## config.mk

```make
export PLATFORM = sky130hd
export DESIGN_NAME = wb_cmd_master_flat
export DESIGN_NICKNAME = d
export VERILOG_FILES = /design/src/rtl/wb_cmd_master_if.sv /design/src/rtl/wb_cmd_master.sv /design/src/flat_wrapper.sv
export SDC_FILE = /design/constraint.sdc
export NUM_CORES = 1
export LEC_CHECK = 0
export CAP_MARGIN = 20
export CORE_MARGIN = 10
export CORE_UTILIZATION = 35
export DETAILED_ROUTE_END_ITERATION = 16
export PLACE_DENSITY = 0.65
export SETUP_SLACK_MARGIN = 0.05
export SYNTH_ARGS = -nofsm -noshare
export SYNTH_HDL_FRONTEND = slang
export SYNTH_SLANG_ARGS = --single-unit
```

## constraint.sdc

```tcl
create_clock -name wb_clk_i -period 5.8 [get_ports wb_clk_i]
set_clock_uncertainty 0.1 [all_clocks]
set_input_delay 0.58 -clock wb_clk_i [delete_from_list [all_inputs] [get_ports wb_clk_i]]
set_output_delay 0.58 -clock wb_clk_i [all_outputs]
set_load 0.05 [all_outputs]
```

## src/rtl/wb_cmd_master_if.sv

```systemverilog
// Wishbone classic bus bundle between the command master and the register interconnect.
// master drives cyc/stb/we/adr/dat_w/sel; slave returns dat_r/ack/err/rty.
interface wb_cmd_master_if #(
    parameter int unsigned ADR_BITS = 11
) ();
    logic                cyc;
    logic                stb;
    logic                we;
    logic [ADR_BITS-1:0] adr;
    logic [31:0]         dat_w;
    logic [3:0]          sel;
    logic [31:0]         dat_r;
    logic                ack;
    logic                err;
    logic                rty;

    modport master (
        output cyc, stb, we, adr, dat_w, sel,
        input  dat_r, ack, err, rty
    );

    modport slave (
        input  cyc, stb, we, adr, dat_w, sel,
        output dat_r, ack, err, rty
    );
endinterface

```

## src/rtl/wb_cmd_master.sv

```systemverilog
// Wishbone classic single-access initiator: one command in, one bounded bus cycle, one response out.
// Optional rty reissue with a one-cycle gap is enabled by defining WBM_RETRY_EN.
module wb_cmd_master #(
    parameter int unsigned WB_ADR_BITS    = 11,
    parameter int unsigned TIMEOUT_CYCLES = 255,
    parameter int unsigned MAX_RETRY      = 3,
    parameter logic [31:0] TIMEOUT_DATA   = 32'hFFFF_FFFF
) (
    input  logic                   wb_clk_i,
    input  logic                   wb_rst_n_i,
    input  logic                   cmd_valid_i,
    output logic                   cmd_ready_o,
    input  logic                   cmd_we_i,
    input  logic [WB_ADR_BITS-1:0] cmd_adr_i,
    input  logic [31:0]            cmd_dat_i,
    input  logic [3:0]             cmd_sel_i,
    output logic                   rsp_valid_o,
    input  logic                   rsp_ready_i,
    output logic [31:0]            rsp_dat_o,
    output logic [1:0]             rsp_status_o,
    output logic                   busy_o,
    wb_cmd_master_if.master        wb
);

    if (TIMEOUT_CYCLES < 2 || TIMEOUT_CYCLES > 65535 || MAX_RETRY < 1 || MAX_RETRY > 15) begin : g_bad_param
        $error("wb_cmd_master: parameter out of legal range");
    end

    typedef enum logic [1:0] {
        IDLE,
        BUS,
        RESP
`ifdef WBM_RETRY_EN
        , GAP
`endif
    } state_t;

    typedef enum logic [1:0] {
        ST_ACK = 2'b00,
        ST_ERR = 2'b01,
        ST_TMO = 2'b10,
        ST_RTY = 2'b11
    } status_t;

    state_t                 state_q;
    logic [15:0]            timer_q;
    logic                   cmd_ready_q;
    logic                   cyc_q;
    logic                   stb_q;
    logic                   we_q;
    logic [WB_ADR_BITS-1:0] adr_q;
    logic [31:0]            dat_q;
    logic [3:0]             sel_q;
    logic                   rsp_valid_q;
    logic [31:0]            rsp_dat_q;
    status_t                rsp_status_q;
`ifdef WBM_RETRY_EN
    logic [3:0]             retry_q;
`endif

    always_ff @(posedge wb_clk_i or negedge wb_rst_n_i) begin
        if (!wb_rst_n_i) begin
            state_q      <= IDLE;
            timer_q      <= '0;
            cmd_ready_q  <= 1'b0;
            cyc_q        <= 1'b0;
            stb_q        <= 1'b0;
            we_q         <= 1'b0;
            adr_q        <= '0;
            dat_q        <= '0;
            sel_q        <= '0;
            rsp_valid_q  <= 1'b0;
            rsp_dat_q    <= '0;
            rsp_status_q <= ST_ACK;
`ifdef WBM_RETRY_EN
            retry_q      <= '0;
`endif
        end else begin
            case (state_q)
                IDLE: begin
                    if (cmd_valid_i && cmd_ready_q) begin
                        cmd_ready_q <= 1'b0;
                        cyc_q       <= 1'b1;
                        stb_q       <= 1'b1;
                        we_q        <= cmd_we_i;
                        adr_q       <= cmd_adr_i;
                        dat_q       <= cmd_dat_i;
                        sel_q       <= cmd_sel_i;
                        timer_q     <= '0;
`ifdef WBM_RETRY_EN
                        retry_q     <= '0;
`endif
                        state_q     <= BUS;
                    end else begin
                        cmd_ready_q <= 1'b1;
                    end
                end

                BUS: begin
                    // Termination on the same edge as the timeout limit takes precedence.
                    if (wb.err || wb.rty || wb.ack) begin
                        cyc_q <= 1'b0;
                        stb_q <= 1'b0;
                        if (wb.err) begin
                            rsp_dat_q    <= '0;
                            rsp_status_q <= ST_ERR;
                            rsp_valid_q  <= 1'b1;
                            state_q      <= RESP;
                        end else if (wb.rty) begin
`ifdef WBM_RETRY_EN
                            if (retry_q < 4'(MAX_RETRY)) begin
                                retry_q <= retry_q + 4'd1;
                                timer_q <= '0;
                                state_q <= GAP;
                            end else begin
                                rsp_dat_q    <= '0;
                                rsp_status_q <= ST_RTY;
                                rsp_valid_q  <= 1'b1;
                                state_q      <= RESP;
                            end
`else
                            rsp_dat_q    <= '0;
                            rsp_status_q <= ST_RTY;
                            rsp_valid_q  <= 1'b1;
                            state_q      <= RESP;
`endif
                        end else begin
                            rsp_dat_q    <= we_q ? 32'h0 : wb.dat_r;
                            rsp_status_q <= ST_ACK;
                            rsp_valid_q  <= 1'b1;
                            state_q      <= RESP;
                        end
                    end else if (timer_q == 16'(TIMEOUT_CYCLES - 1)) begin
                        cyc_q        <= 1'b0;
                        stb_q        <= 1'b0;
                        rsp_dat_q    <= TIMEOUT_DATA;
                        rsp_status_q <= ST_TMO;
                        rsp_valid_q  <= 1'b1;
                        state_q      <= RESP;
                    end else begin
                        timer_q <= timer_q + 16'd1;
                    end
                end

                RESP: begin
                    if (rsp_ready_i) begin
                        rsp_valid_q <= 1'b0;
                        cmd_ready_q <= 1'b1;
                        state_q     <= IDLE;
                    end
                end

`ifdef WBM_RETRY_EN
                GAP: begin
                    // Address/data/select/we are still held from the original command.
                    cyc_q   <= 1'b1;
                    stb_q   <= 1'b1;
                    state_q <= BUS;
                end
`endif

                default: begin
                    state_q <= IDLE;
                end
            endcase
        end
    end

    assign cmd_ready_o  = cmd_ready_q;
    assign rsp_valid_o  = rsp_valid_q;
    assign rsp_dat_o    = rsp_dat_q;
    assign rsp_status_o = rsp_status_q;
    assign busy_o       = (state_q != IDLE);

    assign wb.cyc   = cyc_q;
    assign wb.stb   = stb_q;
    assign wb.we    = we_q;
    assign wb.adr   = adr_q;
    assign wb.dat_w = dat_q;
    assign wb.sel   = sel_q;

endmodule

```

## src/flat_wrapper.sv

```systemverilog
// flat-port wrapper written by rule: the top's interface ports become plain ports
module wb_cmd_master_flat 
#(
    parameter int unsigned WB_ADR_BITS    = 11,
    parameter int unsigned TIMEOUT_CYCLES = 255,
    parameter int unsigned MAX_RETRY      = 3,
    parameter logic [31:0] TIMEOUT_DATA   = 32'hFFFF_FFFF
)
  (wb_clk_i, wb_rst_n_i, cmd_valid_i, cmd_ready_o, cmd_we_i, cmd_adr_i, cmd_dat_i, cmd_sel_i, rsp_valid_o, rsp_ready_i, rsp_dat_o, rsp_status_o, busy_o, wb_cyc, wb_stb, wb_we, wb_adr, wb_dat_w, wb_sel, wb_dat_r, wb_ack, wb_err, wb_rty);
  wb_cmd_master_if #(.ADR_BITS((11))) wb_i ();
  input  logic wb_clk_i;
  input  logic wb_rst_n_i;
  input  logic cmd_valid_i;
  output logic cmd_ready_o;
  input  logic cmd_we_i;
  input  logic [WB_ADR_BITS-1:0] cmd_adr_i;
  input  logic [31:0] cmd_dat_i;
  input  logic [3:0] cmd_sel_i;
  output logic rsp_valid_o;
  input  logic rsp_ready_i;
  output logic [31:0] rsp_dat_o;
  output logic [1:0] rsp_status_o;
  output logic busy_o;
  output wire logic [$bits(wb_i.cyc)-1:0] wb_cyc;
  output wire logic [$bits(wb_i.stb)-1:0] wb_stb;
  output wire logic [$bits(wb_i.we)-1:0] wb_we;
  output wire logic [$bits(wb_i.adr)-1:0] wb_adr;
  output wire logic [$bits(wb_i.dat_w)-1:0] wb_dat_w;
  output wire logic [$bits(wb_i.sel)-1:0] wb_sel;
  input wire logic [$bits(wb_i.dat_r)-1:0] wb_dat_r;
  input wire logic [$bits(wb_i.ack)-1:0] wb_ack;
  input wire logic [$bits(wb_i.err)-1:0] wb_err;
  input wire logic [$bits(wb_i.rty)-1:0] wb_rty;
  assign wb_cyc = wb_i.cyc;
  assign wb_stb = wb_i.stb;
  assign wb_we = wb_i.we;
  assign wb_adr = wb_i.adr;
  assign wb_dat_w = wb_i.dat_w;
  assign wb_sel = wb_i.sel;
  assign wb_i.dat_r = wb_dat_r;
  assign wb_i.ack = wb_ack;
  assign wb_i.err = wb_err;
  assign wb_i.rty = wb_rty;
  wb_cmd_master #(.WB_ADR_BITS(WB_ADR_BITS), .TIMEOUT_CYCLES(TIMEOUT_CYCLES), .MAX_RETRY(MAX_RETRY), .TIMEOUT_DATA(TIMEOUT_DATA)) u_core (.wb_clk_i(wb_clk_i), .wb_rst_n_i(wb_rst_n_i), .cmd_valid_i(cmd_valid_i), .cmd_ready_o(cmd_ready_o), .cmd_we_i(cmd_we_i), .cmd_adr_i(cmd_adr_i), .cmd_dat_i(cmd_dat_i), .cmd_sel_i(cmd_sel_i), .rsp_valid_o(rsp_valid_o), .rsp_ready_i(rsp_ready_i), .rsp_dat_o(rsp_dat_o), .rsp_status_o(rsp_status_o), .busy_o(busy_o), .wb(wb_i));
endmodule
```

==> results.md <==
- Number of design-rule violations left by the first detailed-router iteration: between 100 and 150
- Pre-CTS worst setup slack: between 2000 and 3000 ps
- Remaining DRCs: 0
- Fin. Hold Viols: 0
- Wire length of the first global-routing pass: about 20000 um
- Insertion delay of the later-clocked pin in the worst-skew pair: roughly 350 ps
- Cell count of the worst reg-to-reg path: 6
- Post-CTS Hold Buffers: 0
- Max rail drop VDD: ~0.36 mV
- GPL Wtd Cong: slightly below 0.8
- Relative slew margins: between 40 and 50%
- Via count of the routed design: between 3000 and 4000
- Proportion of synthesized flip-flops having asynchronous set or reset: 100%
- Power Density: roughly 670 nW/um^2
- Top area cells in the synthesized netlist: dfrtp_1, mux2_2, a21oi_1
- Largest family of logic cells by synthesized area: multiplexers
- Antenna Violating Nets Remaining: 0
- Average wire per standard cell: 17.3 um
- First-pass DRT Iterations: 4
- Number of nets produced by synthesis: ~500
- Max Clk Rate: 0.371 GHz
- Number of placed I/O pins: 174
- Cell type contributing the most total cell area after synthesis: dfrtp_1
- Row cnt: 40
- Commonest non-fill, non-tap cell in the layout: clkdlybuf4s50_1
- Xor/xnor cell area share of the yosys netlist: less than 1%
- Total Wirelength: 12700 um
- Buffer count from post-CTS setup fixing: 0
- Basic-gate share of the synthesized area counting and, or, nand and nor cells: ~12%
- Total number of nets in the final design: 657
- PortBufs: about 170
- Clock root buffer: clkbuf_16
- Synth Area in Compound Gates: a little over a tenth
- DPL Wire Length: ~9500 um
- Number of sinks driven by the clock tree: between 100 and 150
- Post-cts resize count: 0
- Antenna violations before repair: 0
- DR vias/cell: ~4.8
- Number of clock buffers inserted by TritonCTS: 9
- Fin crit share: between 40% and 50%
- GRT Total Usage: between 10% and 20%
- Synth Area in Adders: under 10%
- Proportion of layout cells with a drive suffix above 1: 13.9%
- Final WS setup: around 3100 ps
- Required time reported for the critical path endpoint: a little over 5000 ps
- Shortest period the worst path allows: roughly 2700 ps
- Multiplexer share of the synthesized area: between 10% and 20%
- Setup repair after global routing missed its margin: no
- Starting utilization of the core area: 36.2%
- Total grt overflow: 0
- Gate count after technology mapping: roughly 400
- Die Span Y: between 100 and 150 um
- Maximum number of pins on one net before global-route repair: 56
- Pins over their slew limit: 0
- Syn. warnings: 0
- P_leak: between 2 and 3 nW
- Area share of the largest cell type after synthesis: roughly three fifths
- Number of global-route vias before repair: between 3000 and 4000
- H-tree depth: 3
- Run status: complete, no violations
- Arrival time worst endpoint: 2010 ps
- Crit Path Max Fanout: 4
- Reg2Reg Setup Slack: between 3000 and 4000 ps
- Clock Path Buffers: 2
- Width of the die: 132 um
- Count of endpoints failing setup in the final report: 0
- TritonCTS clock tree: built
- Synthesis-stage register bit count: 103
- Post-synthesis area per instance: about 11 sq um
- Clock transition at path regs: 70 ps
- Summed negative setup slack over all endpoints: 0 ps
- Number of synthesized flops with an enable pin: 0
- Full die area: about 17000 sq um
- Number of different library cells in the post-synthesis netlist: 43
- Most used cell, CP: inv_1
- Nature of the critical path endpoint: output pin
- Worst-margin pin slew: about 800 ps
- Layout-stage area growth over the synthesis result: 50.8%
- Sequential cell area fraction in the yosys report: between 50% and 60%
- Highest-count cells in the layout ignoring fill and taps: clkdlybuf4s50_1, dfrtp_1, mux2_2, nand2_1, nor2_1
- Diodes inserted: 0
- Biggest cell delay along the critical path: approximately 830 ps
- Standard cell with the maximum stage delay on the critical path: clkdlybuf4s50_1
- Tightest Hold Check Type: in -> async
- Number of maximum-capacitance violations: 0
- Primary FF master, synth: dfrtp_1
- Sequence of cells on the critical path: inv_1 -> ha_1 -> inv_1 -> clkdlybuf4s50_1
- Post-Synthesis Cell Area: around 4400 sq um
- Setup CP Type: reg -> out
- Core area: around 12000 sq um
- Crit path launch type: register
-- power by group --
| part | internal (W) | switching (W) | leakage (nW) |
|---|---|---|---|
| sequential | 0.00104 | 0.000175 | 1.25 |
| combinational | 0.000905 | 0.00169 | 1.31 |
| clock | 0.000388 | 0.000261 | 0.149 |
| total | 0.00234 | 0.00212 | 2.71 |
-- worst paths after layout --
check	from	to
worst max-delay path	u_core.state_q[0]	busy_o
worst min-delay path	wb_rst_n_i	u_core.wb.dat_w[21]
worst max register to register	u_core.state_q[1]	u_core.rsp_status_o[1]
worst min register to register	u_core.rsp_valid_o	u_core.rsp_valid_o
max in group asynchronous	wb_rst_n_i	u_core.rsp_dat_o[16]
min in group wb_clk_i	u_core.rsp_valid_o	u_core.rsp_valid_o
-- metrics by stage --
step | total power, W | util, % | hold WS, ps | cells | instance area, sq um
global placement | 0.00380 | 51.9 | 385 | 720 | 6310
global route | 0.00469 | 54.7 | 225 | 736 | 6650
floorplan | 0.00291 | - | 184 | 396 | 4410
finish | 0.00446 | 54.7 | 170 | 736 | 6650
CTS | 0.00451 | 54.7 | 207 | 736 | 6650
detailed placement | 0.00385 | 52.1 | 381 | 721 | 6330
-- critical path: cells and delay by family, from the launching register on --
family | cells | cell delay, ps
flops | 1 | 370
fa+ha+maj | 1 | 250
buf+inv | 3 | 1040
-- state kept, by name, indices dropped and copies added (netlist names) --
| register | cells |
|---|---|
| u_core.cmd_ready_o | 1 |
| u_core.rsp_dat_o | 32 |
| u_core.rsp_status_o | 2 |
| u_core.rsp_valid_o | 1 |
| u_core.state_q | 2 |
| u_core.timer_q | 16 |
| u_core.wb.adr | 11 |
| u_core.wb.cyc | 1 |
| u_core.wb.dat_w | 32 |
| u_core.wb.sel | 4 |
| u_core.wb.we | 1 |
-- cells in the mapped netlist, types with 2 or more instances --
cell and n:
dfrtp_1 103, mux2_2 49, nand2_1 46, nor2_1 40, a21oi_1 38, o21ai_0 20, clkbuf_1 13, inv_1 11
nand3_1 11, ha_1 6, o31ai_1 5, a31oi_1 4, buf_1 4, buf_2 4, mux2i_1 3, nand4_1 3
o21a_1 3, nand2b_1 2, nor3_1 2, o211ai_1 2, o21ai_1 2, o311ai_0 2, or3_4 2, or4_1 2
-- routing by layer --
layer | part of all wire (%) | vias up | GRT usage [%]
met3 | 7.6 | 15 | 5.98
li1 | - | 1711 | -
met1 | 38 | 1751 | 15.8
met4 | 1.5 | 0 | 4.77
met5 | 0 | - | 0
met2 | 53 | 82 | 24.5
-- cell families (layout without fill, tap and decap cells) --
kind of cell	count (synthesis)	in the layout
AO/OA/AOI/OAI	83	83
XOR/XNOR	1	1
adder cells (fa/ha/maj)	6	6
buffers and inverters	33	205
flip-flops	103	103
multiplexers	53	53
AND/OR/NAND/NOR	117	117
-- area by class of cell --
type	instances	area (sq um)
Clock buffer	12	246
Clock inverter	3	67.6
Fill cell	1053	5510
Inverter	11	41.3
Multi-Input combinational cell	260	1710
Sequential cell	103	2580
Tap cell	168	210
Timing Repair Buffer	179	1790
Power figures use the tool's default switching activity.
